$ cat src/rtl/fifo_reader_pkg.sv
// fifo_reader_pkg: shared defaults, pointer-width helper and word type for fifo_reader.
package fifo_reader_pkg;
    localparam int DATA_W_D    = 8;
    localparam int BUF_DEPTH_D = 3;
    localparam int CNT_W_D     = 16;
    typedef logic [DATA_W_D-1:0] word_t;
    function automatic int ptr_w(input int depth);
        return (depth > 1) ? $clog2(depth) : 1;
    endfunction
endpackage

$ cat src/rtl/fifo_reader_buf.sv
// fifo_reader_buf: circular prefetch storage with wrapping write/read pointers and occupancy.
module fifo_reader_buf
    import fifo_reader_pkg::*;
#(
    parameter int DATA_W = DATA_W_D,
    parameter int DEPTH = BUF_DEPTH_D,
    localparam int PW = ptr_w(DEPTH),
    localparam int OW = $clog2(DEPTH + 1)
) (
    input  logic              clk,
    input  logic              rst_n,
    input  logic              wr,
    input  logic [DATA_W-1:0] wr_data,
    input  logic              rd,
    output logic [DATA_W-1:0] rd_data,
    output logic [OW-1:0]     occ
);
    logic [DATA_W-1:0] mem [DEPTH];
    logic [PW-1:0] wptr, rptr;
    function automatic logic [PW-1:0] inc(input logic [PW-1:0] p);
        return (p == PW'(DEPTH - 1)) ? '0 : p + 1'b1;
    endfunction
    always_ff @(posedge clk or negedge rst_n) begin
        if (!rst_n) begin
            for (int i = 0; i < DEPTH; i++) mem[i] <= '0;
            wptr <= '0;
            rptr <= '0;
            occ  <= '0;
        end else begin
            if (wr) begin
                mem[wptr] <= wr_data;
                wptr      <= inc(wptr);
            end
            if (rd) rptr <= inc(rptr);
            occ <= occ + OW'(wr) - OW'(rd);
        end
    end
    assign rd_data = mem[rptr];
endmodule

$ cat src/rtl/fifo_reader.sv
// fifo_reader: FWFT valid/ready front end for the registered-read FIFO, with prefetch buffer.
// Optional handshake counter xfer_cnt is built when FIFO_RD_CNT_EN is defined.
module fifo_reader
    import fifo_reader_pkg::*;
#(
    parameter int DATA_W = DATA_W_D,
    parameter int BUF_DEPTH = BUF_DEPTH_D
`ifdef FIFO_RD_CNT_EN
    , parameter int CNT_W = CNT_W_D
`endif
) (
    input  logic              clk,
    input  logic              rst_n,
    input  logic              fifo_empty,
    output logic              fifo_rd_en,
    input  logic [DATA_W-1:0] fifo_rd_data,
    output logic              m_valid,
    input  logic              m_ready,
    output logic [DATA_W-1:0] m_data
`ifdef FIFO_RD_CNT_EN
    , output logic [CNT_W-1:0] xfer_cnt
`endif
);
    localparam int OW = $clog2(BUF_DEPTH + 1);
    logic inflight, pop;
    logic [OW-1:0] occ;
    // Reserve a slot for every word in flight so the buffer can never overflow.
    assign fifo_rd_en = rst_n && !fifo_empty && (int'(occ) + int'(inflight)) < BUF_DEPTH;
    assign m_valid = occ != '0;
    assign pop = m_valid && m_ready;
    always_ff @(posedge clk or negedge rst_n) begin
        if (!rst_n) inflight <= 1'b0;
        else inflight <= fifo_rd_en;
    end
    fifo_reader_buf #(.DATA_W(DATA_W), .DEPTH(BUF_DEPTH)) u_buf (
        .clk(clk),
        .rst_n(rst_n),
        .wr(inflight),
        .wr_data(fifo_rd_data),
        .rd(pop),
        .rd_data(m_data),
        .occ(occ)
    );
`ifdef FIFO_RD_CNT_EN
    always_ff @(posedge clk or negedge rst_n) begin
        if (!rst_n) xfer_cnt <= '0;
        else xfer_cnt <= pop ? xfer_cnt + 1'b1 : xfer_cnt;
    end
`endif
endmodule
$ cat config.mk
export PLATFORM = sky130hd
export DESIGN_NAME = fifo_reader
export DESIGN_NICKNAME = d
export VERILOG_FILES = /design/src/rtl/fifo_reader_pkg.sv /design/src/rtl/fifo_reader_buf.sv /design/src/rtl/fifo_reader.sv
export SDC_FILE = /design/constraint.sdc
export NUM_CORES = 1
export LEC_CHECK = 0
export BUFFER_PORTS_ARGS = -buffer_cell sky130_fd_sc_hd__buf_4
export CAP_MARGIN = 20
export CORE_ASPECT_RATIO = 0.5
export CORE_MARGIN = 2
export CORE_UTILIZATION = 35
export CTS_BUF_LIST = sky130_fd_sc_hd__clkbuf_2
export DETAILED_ROUTE_END_ITERATION = 7
export SYNTH_ARGS = -nofsm -noshare
export SYNTH_HDL_FRONTEND = slang
export SYNTH_SLANG_ARGS = --single-unit
$ cat constraint.sdc
create_clock -name clk -period 2 [get_ports clk]
set_clock_uncertainty 0.05 [all_clocks]
set_input_delay 0.5 -clock clk [delete_from_list [all_inputs] [get_ports clk]]
set_output_delay 0.5 -clock clk [all_outputs]
set_load 0.005 [all_outputs]
==> results of run 1 <==
==> Yosys cell counts, drive strengths merged <==
| master | instances |
|---|---|
| nor2 | 1 |
| o2bb2ai | 8 |
| nand3b | 2 |
| a2111oi | 1 |
| xnor2 | 2 |
| dfrtp | 31 |
| ha | 4 |
| mux2i | 8 |
| buf | 1 |
| inv | 6 |
| o21ai | 2 |
| or2 | 1 |
| mux2 | 26 |
| nor3b | 1 |
| nor2b | 1 |
| clkbuf | 2 |
| a21o | 1 |
==> cell type report <==
class                   count  share of cell area (%)
clock inverters             1                   0.280
well taps                  54                    3.78
inverters                   6                    1.26
repair buffers             32                    13.9
flip-flops and latches     31                    43.5
multi-input cells          58                    35.4
clock buffers               7                    1.96
==> power groups by stage <==
stage               clock (mW)  sequential, mW  combinational (mW)
floorplan                    0            1.09               0.731
global placement             0            1.13                1.16
detailed placement           0            1.15                1.18
CTS                      0.311            1.12                1.29
global route             0.350            1.18                1.43
finish                   0.299            1.13                1.29
==> flip-flops by register name, summed over array words and instances, names as in the netlist <==
| register | count |
|---|---|
| u_buf.mem | 24 |
| u_buf.occ | 2 |
| u_buf.rptr | 2 |
| u_buf.wptr | 2 |
| inflight | 1 |
==> cell usage in the layout, fill, tap and decap left out, drive strengths merged <==
cell / n
inv: 6
nor2: 1
a2111oi: 1
a21o: 1
o21ai: 2
clkbuf: 7
nand3b: 2
xnor2: 2
ha: 4
o2bb2ai: 8
clkinv: 1
dfrtp: 31
nor2b: 1
mux2: 26
buf: 32
or2: 1
mux2i: 8
nor3b: 1
==> worst register-to-register path, stage by stage (launching register included) <==
cell and delay (ns):
dfrtp_1 0.41, buf_4 0.14, o21ai_0 0.25, inv_1 0.08, ha_1 0.28, inv_1 0.04
ha_1 0.18, xnor2_1 0.18, xnor2_1 0.15
==> cells by family (layout without fill, tap and decap cells) <==
family,Yosys count,in the layout,synth area share [%]
flip-flops,31,31,55.4
AND/OR/NAND/NOR,6,6,3.84
AO/OA/AOI/OAI,12,12,6.88
XOR/XNOR,2,2,1.25
adder cells (fa/ha/maj),4,4,3.57
multiplexers,34,34,26.6
buffers and inverters,9,46,2.50
==> stage by stage <==
step | instances | power, mW
after floorplan | 98 | 1.82
after global placement | 178 | 2.29
after detailed placement | 178 | 2.34
after CTS | 189 | 2.73
after global routing | 189 | 2.95
final | 189 | 2.72
==> how the worst min path moves through the flow <==
stage                                         start                   endpoint  slack, ns  cells after the start
after floorplan                               rst_n         inflight$_DFF_PN0_       0.15                      0
after global placement     u_buf.mem[5]$_DFFE_PN0P_   u_buf.mem[5]$_DFFE_PN0P_       0.44                      1
after detailed placement  u_buf.mem[15]$_DFFE_PN0P_  u_buf.mem[15]$_DFFE_PN0P_       0.44                      1
after CTS                                     rst_n   u_buf.mem[9]$_DFFE_PN0P_       0.11                      2
after global routing                          rst_n  u_buf.mem[22]$_DFFE_PN0P_       0.09                      2
final                                         rst_n  u_buf.mem[22]$_DFFE_PN0P_        0.1                      2
==> routing by layer <==
metal | routed length [um] | up-vias
li1 | - | 426
met1 | 1360 | 466
met2 | 1170 | 15
met3 | 122 | 6
met4 | 49 | 0
met5 | 0 | -
==> what timing repair did <==
action | CTS | global route
hold buffers | 0 | 0
pin swaps | 1 | 5
gates cloned | 0 | 0
setup buffers | 3 | 0
endpoints found under the setup margin | 9 | 9
gates resized for setup | 5 | 4
==> out/metrics.cfg, run 1 <==
[power]
combPwrFrac_pct=47.4
power_density_nw_per_um2=1520
p_seq_share_pct=41.6
switching_power_uw=886
cellLeakagePower_nw=0.810
switching_share_pct=32.5
clock_power_share_pct=11.0
peakVddDrop_v=0.000615
cell_internal_pwr_mw=1.84

[sta]
hold_violations=0
fmax_mhz=456
holdWs_ns=0.0994
timing.final.crit_period_ns=2.19
rsz0062_at_grt=true
fin_ws_ns=-0.193
slew_viol_final=0
slew_headroom_pct=63.8
tightest_slew_ns=0.543
setup_tns_ns=-0.193
setup_viol=1
period_share_pct=110

[clocking]
cts_tree=yes
cts_root_buf=clkbuf_2
clkSinkCount=31
clkTransAtPathRegs_ns=0.16
cts-buffers-inserted=5
clock_latency_ns=0.36
htreeDepth=2
clock_path_buffers=2

[yosys]
synthTopCellsByArea=dfrtp_1, mux2_2, mux2i_1
synth_cells=98
yosys.area.top_type_share_pct=55.4
synth_warnings=0
ys_seq_elements=31
synth.avg_cell_area_um2=14.3
yosys.area.top_type=dfrtp_1
synth.yosys.seq_area_share_pct=55.4
synth_fp_nets=114
syn-cell-area_um2=1400
yosys.cell_types.count=18

[status]
violations=negative setup slack
status=complete, but fails checks

[worst_setup_path]
crit_type=register to output port
path_max_fanout=2
cp_slowest_cell=dfrtp_1
crit_path_end_kind=output port
crit_end=fifo_rd_en
max_stage_delay_ns=0.41
r2r.worst_path.cells=8
path_buf_inv=1
cp.required_ns=1.45
r2r_start=u_buf.occ[0]$_DFF_PN0_
regToRegSetupSlack_ns=0.18
critical-path-top-delay-family=adder cells
worst_setup_path_start_kind=register
worstSetupStartpoint=inflight$_DFF_PN0_
crit_chain=ha_2 > ha_4 > a2111oi_4 > buf_4
critPathArrivalTime_ns=1.64
crit_cells=4
reg2reg_to=u_buf.occ[1]$_DFF_PN0_

[drt]
drc=0
viasPerCell=4.83
drt_wl_total_um=2700
drt_iter0_markers=30
first_pass_iters=3
wire_per_inst_um=14.3
num_vias=913
ant_nets=0

[finish]
fillers=346
nets=150
drive_gt1_share_pct=54.8
multiInputGateArea_um2=632
fin_util_pct=46.2
diodes=0
area_growth_syn_to_layout_pct=27.5
seqCellArea_um2=777
fin_area_um2=1790

[die]
die_x_um=93.5
rows=16
coreArea_um2=3860
start_util_pct=36.3
die_y_um=48.7
pin_count=22
die_area_um2=4560

[global_routing]
grt_pass1_wl_um=4570
grt_max_degree=32
grt_use_met1_pct=19.3
grtUsageMet2_pct=18.8
grt_overflow=0
track_usage_pct=13.7
use_met3_pct=5.14
gr-max-usage-layer=met1
grt_pass1_vias=919
antenna_found_initial=0

[min_path]
min_path_type=input port to asynchronous set/reset pin

[place]
place_ws_ns=-0.0665
place_congestion=0.690
dp_hpwl_um=1920
dpl_cell_area_um2=1680
port_buffers=21

[job]
drv_cap=0

No activity file was read; power rests on OpenSTA's default activity.
==> run 2, diff against run 1 <==
Settings changed: SYNTH_HIERARCHICAL set to 1.
==> out/metrics.cfg, run 2 <==
[clocking]
clkSinkCount=31  ; unchanged
clock_latency_ns=0.36  ; about the same
hold_buffers=0  ; unchanged
clock_path_buffers=2  ; unchanged
htreeDepth=2  ; unchanged
cts_tree=yes
cts_root_buf=clkbuf_2
clkTransAtPathRegs_ns=0.18  ; +0.02 ns
cts-buffers-inserted=5  ; unchanged

[sta]
period_share_pct=110  ; +0.28 points
slew_headroom_pct=67.3  ; +3.5 points
slew_viol_final=0  ; unchanged
rsz0062_at_grt=true
fmax_mhz=455  ; -0.25%
setup_tns_ns=-0.199  ; -0.00557 ns
setup_viol=1  ; unchanged
hold_violations=0  ; unchanged
fin_ws_ns=-0.199  ; -0.00557 ns
tightest_slew_ns=0.489  ; -0.0537 ns
timing.final.crit_period_ns=2.20  ; +0.00557 ns

[die]
die_y_um=48.9  ; +0.25%
die_area_um2=4580  ; +0.50%
die_x_um=93.7  ; +0.26%
pin_count=22  ; unchanged
coreArea_um2=3880  ; +0.52%
start_util_pct=36.3  ; about the same
rows=16  ; unchanged

[drt]
wire_per_inst_um=13.7  ; -4.2%
drt_wl_total_um=2600  ; -3.7%
drc=0  ; unchanged
drt_iter0_markers=38  ; +27%
first_pass_iters=4  ; +1
viasPerCell=4.68  ; -3.0%
num_vias=890  ; -2.5%
ant_nets=0  ; unchanged

[power]
report.power.total_mw=2.90  ; +6.3%
cellLeakagePower_nw=0.828  ; +2.2%
power_density_nw_per_um2=1580  ; +3.4%
peakVddDrop_v=0.000595  ; -3.2%

[worst_setup_path]
crit_type=register to output port
critPathArrivalTime_ns=1.65  ; about the same
worst_setup_path_start_kind=register
crit_path_end_kind=output port
critical-path-top-delay-family=flip-flops
cp.required_ns=1.45  ; about the same
crit_chain=ha_2 > ha_4 > a2111oi_4 > buf_4
path_max_fanout=2  ; unchanged
path_buf_inv=1  ; unchanged
cp_slowest_cell=dfrtp_1
max_stage_delay_ns=0.42  ; about the same

[yosys]
yosys.area.top_type_share_pct=55.1  ; -0.29 points
synth_cells=97  ; -1.0%
synth_flop_cell=dfrtp_1
synthTopCellsByArea=dfrtp_1, mux2_2, mux2i_1
synth-edff-count=0  ; unchanged
synth_warnings=6  ; +6
synth.avg_cell_area_um2=14.5  ; +1.6%
syn-cell-area_um2=1410  ; +0.54%
synth_most_common_cell=dfrtp_1
synthTopCellsByCount=dfrtp_1, mux2_2, mux2i_1
yosys.area.top_type=dfrtp_1
ys_seq_elements=31  ; unchanged
synth_fp_nets=113  ; -0.88%
ys_async_sr_fraction_pct=100  ; unchanged
yosys.cell_types.count=20  ; +2
synth.yosys.seq_area_share_pct=55.1  ; -0.29 points

[finish]
fin_area_um2=1840  ; +2.8%
fin_util_pct=47.3  ; +1.1 points
diodes=0  ; unchanged
mostFrequentLayoutCells=dfrtp_1, buf_4, mux2_2, mux2i_1, o2bb2ai_1
top_register=u_buf/mem
area_growth_syn_to_layout_pct=30.4
nets=151  ; +0.67%
fillers=379  ; +9.5%
largest_register_ffs=24  ; unchanged
final_common_cell=dfrtp_1
drive_gt1_share_pct=55.9  ; +1.1 points

[status]
violations=negative setup slack
status=complete, but fails checks

[place]
place_congestion=0.690  ; about the same
port_buffers=21  ; unchanged
dpl_cell_area_um2=1690  ; +0.82%
dp_hpwl_um=1790  ; -6.6%

[global_routing]
grt_pass1_wl_um=4620  ; +1.2%
grt_max_degree=32  ; unchanged
grt_overflow=0  ; unchanged
track_usage_pct=13.6  ; -0.11 points
grt_pass1_vias=972  ; +5.8%
antenna_found_initial=0  ; unchanged

[job]
drv_cap=0  ; unchanged

[min_path]
min_path_type=input port to asynchronous set/reset pin

==> run 2: final cells by class <==
cell class / count / area, um^2 / area share, %
Clock buffer: 5 / 25.0 / 1.36
Sequential cell: 31 / 777 / 42.3
Clock inverter: 3 / 38.8 / 2.11
Timing Repair Buffer: 34 / 274 / 14.9
Tap cell: 54 / 67.6 / 3.68
Multi-Input combinational cell: 59 / 639 / 34.8
Inverter: 4 / 15.0 / 0.817
==> run 2: metal layers <==
metal  track usage [%]  vias to the layer above  wire, um  part of all wire (%)
met5                 0                        -         0                     0
met4              6.52                        0        34                   1.3
met3              4.17                        6        92                   3.5
met2              19.9                       15      1110                    43
met1              18.5                      440      1360                    52
li1                  -                      429         -                     -
==> run 2: logic make-up (layout without fill, tap and decap cells) <==
kind of cell	Yosys count	count (layout)	share of synthesized area (%)
xor+xnor	2	2	1.24
compound gates	11	11	6.93
buf+inv	7	46	1.95
mux	34	34	26.4
fa+ha+maj	4	4	3.55
flops	31	31	55.1
simple gates	8	8	4.88
==> run 2: worst paths after layout <==
path	cells past startpoint	endpoint	slack, ns	startpoint
min in group clk	2	u_buf/mem[12]$_DFFE_PN0P_	0.31	fifo_rd_data[4]
max in group asynchronous	2	u_buf/rptr[0]$_DFFE_PN0P_	1.49	rst_n
worst min-delay path	2	u_buf/mem[8]$_DFFE_PN0P_	0.07	rst_n
worst min register to register	1	u_buf/mem[6]$_DFFE_PN0P_	0.47	u_buf/mem[6]$_DFFE_PN0P_
worst max-delay path	4	fifo_rd_en	-0.20	u_buf/occ[0]$_DFF_PN0_
worst max register to register	9	u_buf/occ[1]$_DFF_PN0_	0.02	u_buf/occ[0]$_DFF_PN0_
==> run 2: worst reg2reg max path: stages, from the launching register on <==
cell,delay (ns)
dfrtp_1,0.42
buf_4,0.13
buf_4,0.12
or2_4,0.23
and2_4,0.18
ha_1,0.26
inv_1,0.04
ha_1,0.18
xnor2_1,0.16
xnor2_1,0.15
==> run 2: what timing repair did <==
item,CTS,global route
hold endpoints to repair,0,0
buffers inserted,2,2
endpoints found under the setup margin,7,9
gates resized for setup,4,7
pin swaps,1,8
==> run 2: through the flow <==
step	std cells	setup WS, ns	hold WS (ns)
detailed placement	178	0.0862	0.444
floorplan	97	0.203	0.154
global route	190	-0.303	0.0767
finish	190	-0.199	0.0701
global placement	178	0.106	0.438
CTS	188	-0.274	0.0684
==> run 2: report_power, final <==
part           total [mW]  switching [mW]  internal (mW)  leakage (nW)
clock               0.423           0.217          0.206        0.0404
sequential           1.14           0.196          0.941         0.367
combinational        1.34           0.488          0.848         0.420
total                2.90           0.902           2.00         0.828
==> run 3, diff against run 2 <==
Settings changed: SLEW_MARGIN set to 10.
Clock period 2 ns to 2.44 ns, I/O delays scaled along.
==> out/metrics.cfg, run 3 (synthesized netlist as in run 2, its figures left out) <==
[place]
place_ws_ns=0.349  ; +0.262 ns
placedCellCount=174  ; -2.2%
place_congestion=0.670  ; -2.9%
port_buffers=21  ; unchanged

[die]
die_area_um2=4580  ; unchanged
pin_count=22  ; unchanged
die_x_um=93.7  ; unchanged
start_util_pct=36.3  ; unchanged
coreArea_um2=3880  ; unchanged
die_y_um=48.9  ; unchanged
rows=16  ; unchanged

[worst_setup_path]
max_stage_delay_ns=0.42  ; about the same
crit_chain=ha_2 > ha_4 > a2111oi_4 > buf_4
cp.required_ns=1.78  ; +0.33 ns
regToRegSetupSlack_ns=0.44  ; +0.42 ns
worst_setup_path_start_kind=register
reg2reg_to=u_buf/occ[1]$_DFF_PN0_
path_buf_inv=1  ; unchanged
critPathArrivalTime_ns=1.70  ; +0.05 ns
r2r_start=u_buf/occ[0]$_DFF_PN0_
path_max_fanout=2  ; unchanged
crit_type=register to output port
crit_path_end_kind=output port
critical-path-top-delay-family=flip-flops
r2r.worst_path.cells=9  ; unchanged
cp_slowest_cell=dfrtp_1

[power]
peakVddDrop_v=0.000474  ; -20%
power_density_nw_per_um2=1290  ; -18%
report.power.total_mw=2.29  ; -21%
cellLeakagePower_nw=0.799  ; -3.5%

[clocking]
cts-buffers-inserted=5  ; unchanged
clock_path_buffers=2  ; unchanged
cts_tree=yes
clkTransAtPathRegs_ns=0.19  ; about the same
clkSinkCount=31  ; unchanged
htreeDepth=2  ; unchanged
cts_root_buf=clkbuf_2
hold_buffers=0  ; unchanged
clock_latency_ns=0.39  ; +0.03 ns

[global_routing]
grt_max_degree=32  ; unchanged
track_usage_pct=13.0  ; -0.61 points
grt_overflow=0  ; unchanged
grt_pass1_vias=910  ; -6.4%
antenna_found_initial=0  ; unchanged
grt_pass1_wl_um=4330  ; -6.4%

[finish]
fillers=382  ; +0.79%
finalNonFillerCells=185  ; -2.6%
area_growth_syn_to_layout_pct=25.8
fin_util_pct=45.7  ; -1.6 points
largest_register_ffs=24  ; unchanged
top_register=u_buf/mem
diodes=0  ; unchanged
mostFrequentLayoutCells=dfrtp_1, buf_4, mux2_2, mux2i_1, o2bb2ai_1
drive_gt1_share_pct=51.9  ; -4.0 points
nets=146  ; -3.3%
final_common_cell=dfrtp_1

[sta]
slew_viol_final=0  ; unchanged
fin_ws_ns=0.0845  ; +0.283 ns
tightest_slew_ns=0.525  ; +0.0358 ns
timing.final.crit_period_ns=2.36
holdWs_ns=0.166  ; +0.0955 ns
hold_violations=0  ; unchanged
period_share_pct=96.5
fmax_mhz=425
setup_viol=0  ; -1
slew_headroom_pct=65.0  ; -2.3 points
rsz0062_at_grt=true

[drt]
first_pass_iters=3  ; -1
ant_nets=0  ; unchanged
num_vias=869  ; -2.4%
viasPerCell=4.70  ; +0.28%
drc=0  ; unchanged
wire_per_inst_um=13.8  ; +0.85%
drt_wl_total_um=2550  ; -1.8%
drt_iter0_markers=28  ; -26%

[job]
drv_cap=0  ; unchanged

[min_path]
min_path_type=input port to asynchronous set/reset pin

[status]
status=complete, no violations

run 3: cell count changes in the layout (fill, tap and decap cells not counted), sizes merged:
cell,previous run,this run
buf,34,29
run 3: stage by stage:
step / instance area, um^2 / TNS [ns]
4_1_cts: 1750 / 0
3_5_place_dp: 1660 / 0
5_1_grt: 1770 / -0.0487
2_1_floorplan: 1410 / 0
3_3_place_gp: 1660 / 0
6_report: 1770 / 0
run 3: worst max-delay path by stage:
stage | slack [ns] | cells past startpoint | start | endpoint
finish | 0.08 | 4 | u_buf/occ[0]$_DFF_PN0_ | fifo_rd_en
global route | -0.05 | 4 | inflight$_DFF_PN0_ | fifo_rd_en
floorplan | 0.53 | 3 | inflight$_DFF_PN0_ | fifo_rd_en
detailed placement | 0.35 | 4 | inflight$_DFF_PN0_ | fifo_rd_en
CTS | 0.002 | 4 | inflight$_DFF_PN0_ | fifo_rd_en
global placement | 0.37 | 4 | inflight$_DFF_PN0_ | fifo_rd_en
run 3: worst register-to-register path: stages, from the launching register on:
cell,delay [ns]
dfrtp_1,0.42
buf_4,0.13
buf_4,0.12
or2_4,0.22
and2_4,0.17
ha_1,0.27
inv_1,0.04
ha_1,0.18
xnor2_1,0.17
xnor2_1,0.15
run 3: metal layers:
| layer | wire (um) | vias to the layer above | track usage, % |
|---|---|---|---|
| li1 | - | 416 | - |
| met1 | 1240 | 437 | 16.6 |
| met2 | 1180 | 13 | 19.0 |
| met3 | 106 | 3 | 4.95 |
| met4 | 26 | 0 | 7.25 |
| met5 | 0 | - | 0 |
run 3: power by group:
part | total (mW) | switching (mW) | internal [mW] | leakage [nW]
logic | 1.01 | 0.379 | 0.633 | 0.390
clock network | 0.354 | 0.185 | 0.169 | 0.0404
registers | 0.927 | 0.158 | 0.769 | 0.368
total | 2.29 | 0.721 | 1.57 | 0.799
run 3: final cells by class:
class,count,area (um^2),share of cell area (%)
tap,54,67.6,3.81
multi-input combinational,59,633,35.7
inverter,4,15.0,0.847
sequential,31,776,43.8
timing repair buffer,29,218,12.3
clock inverter,3,38.8,2.19
clock buffer,5,25.0,1.41
run 3: what timing repair did:
action | in CTS | in global routing
gates resized for setup | 1 | 2
endpoints found under the setup margin | 1 | 1
pin swaps | 0 | 1
buffers inserted | 2 | 1
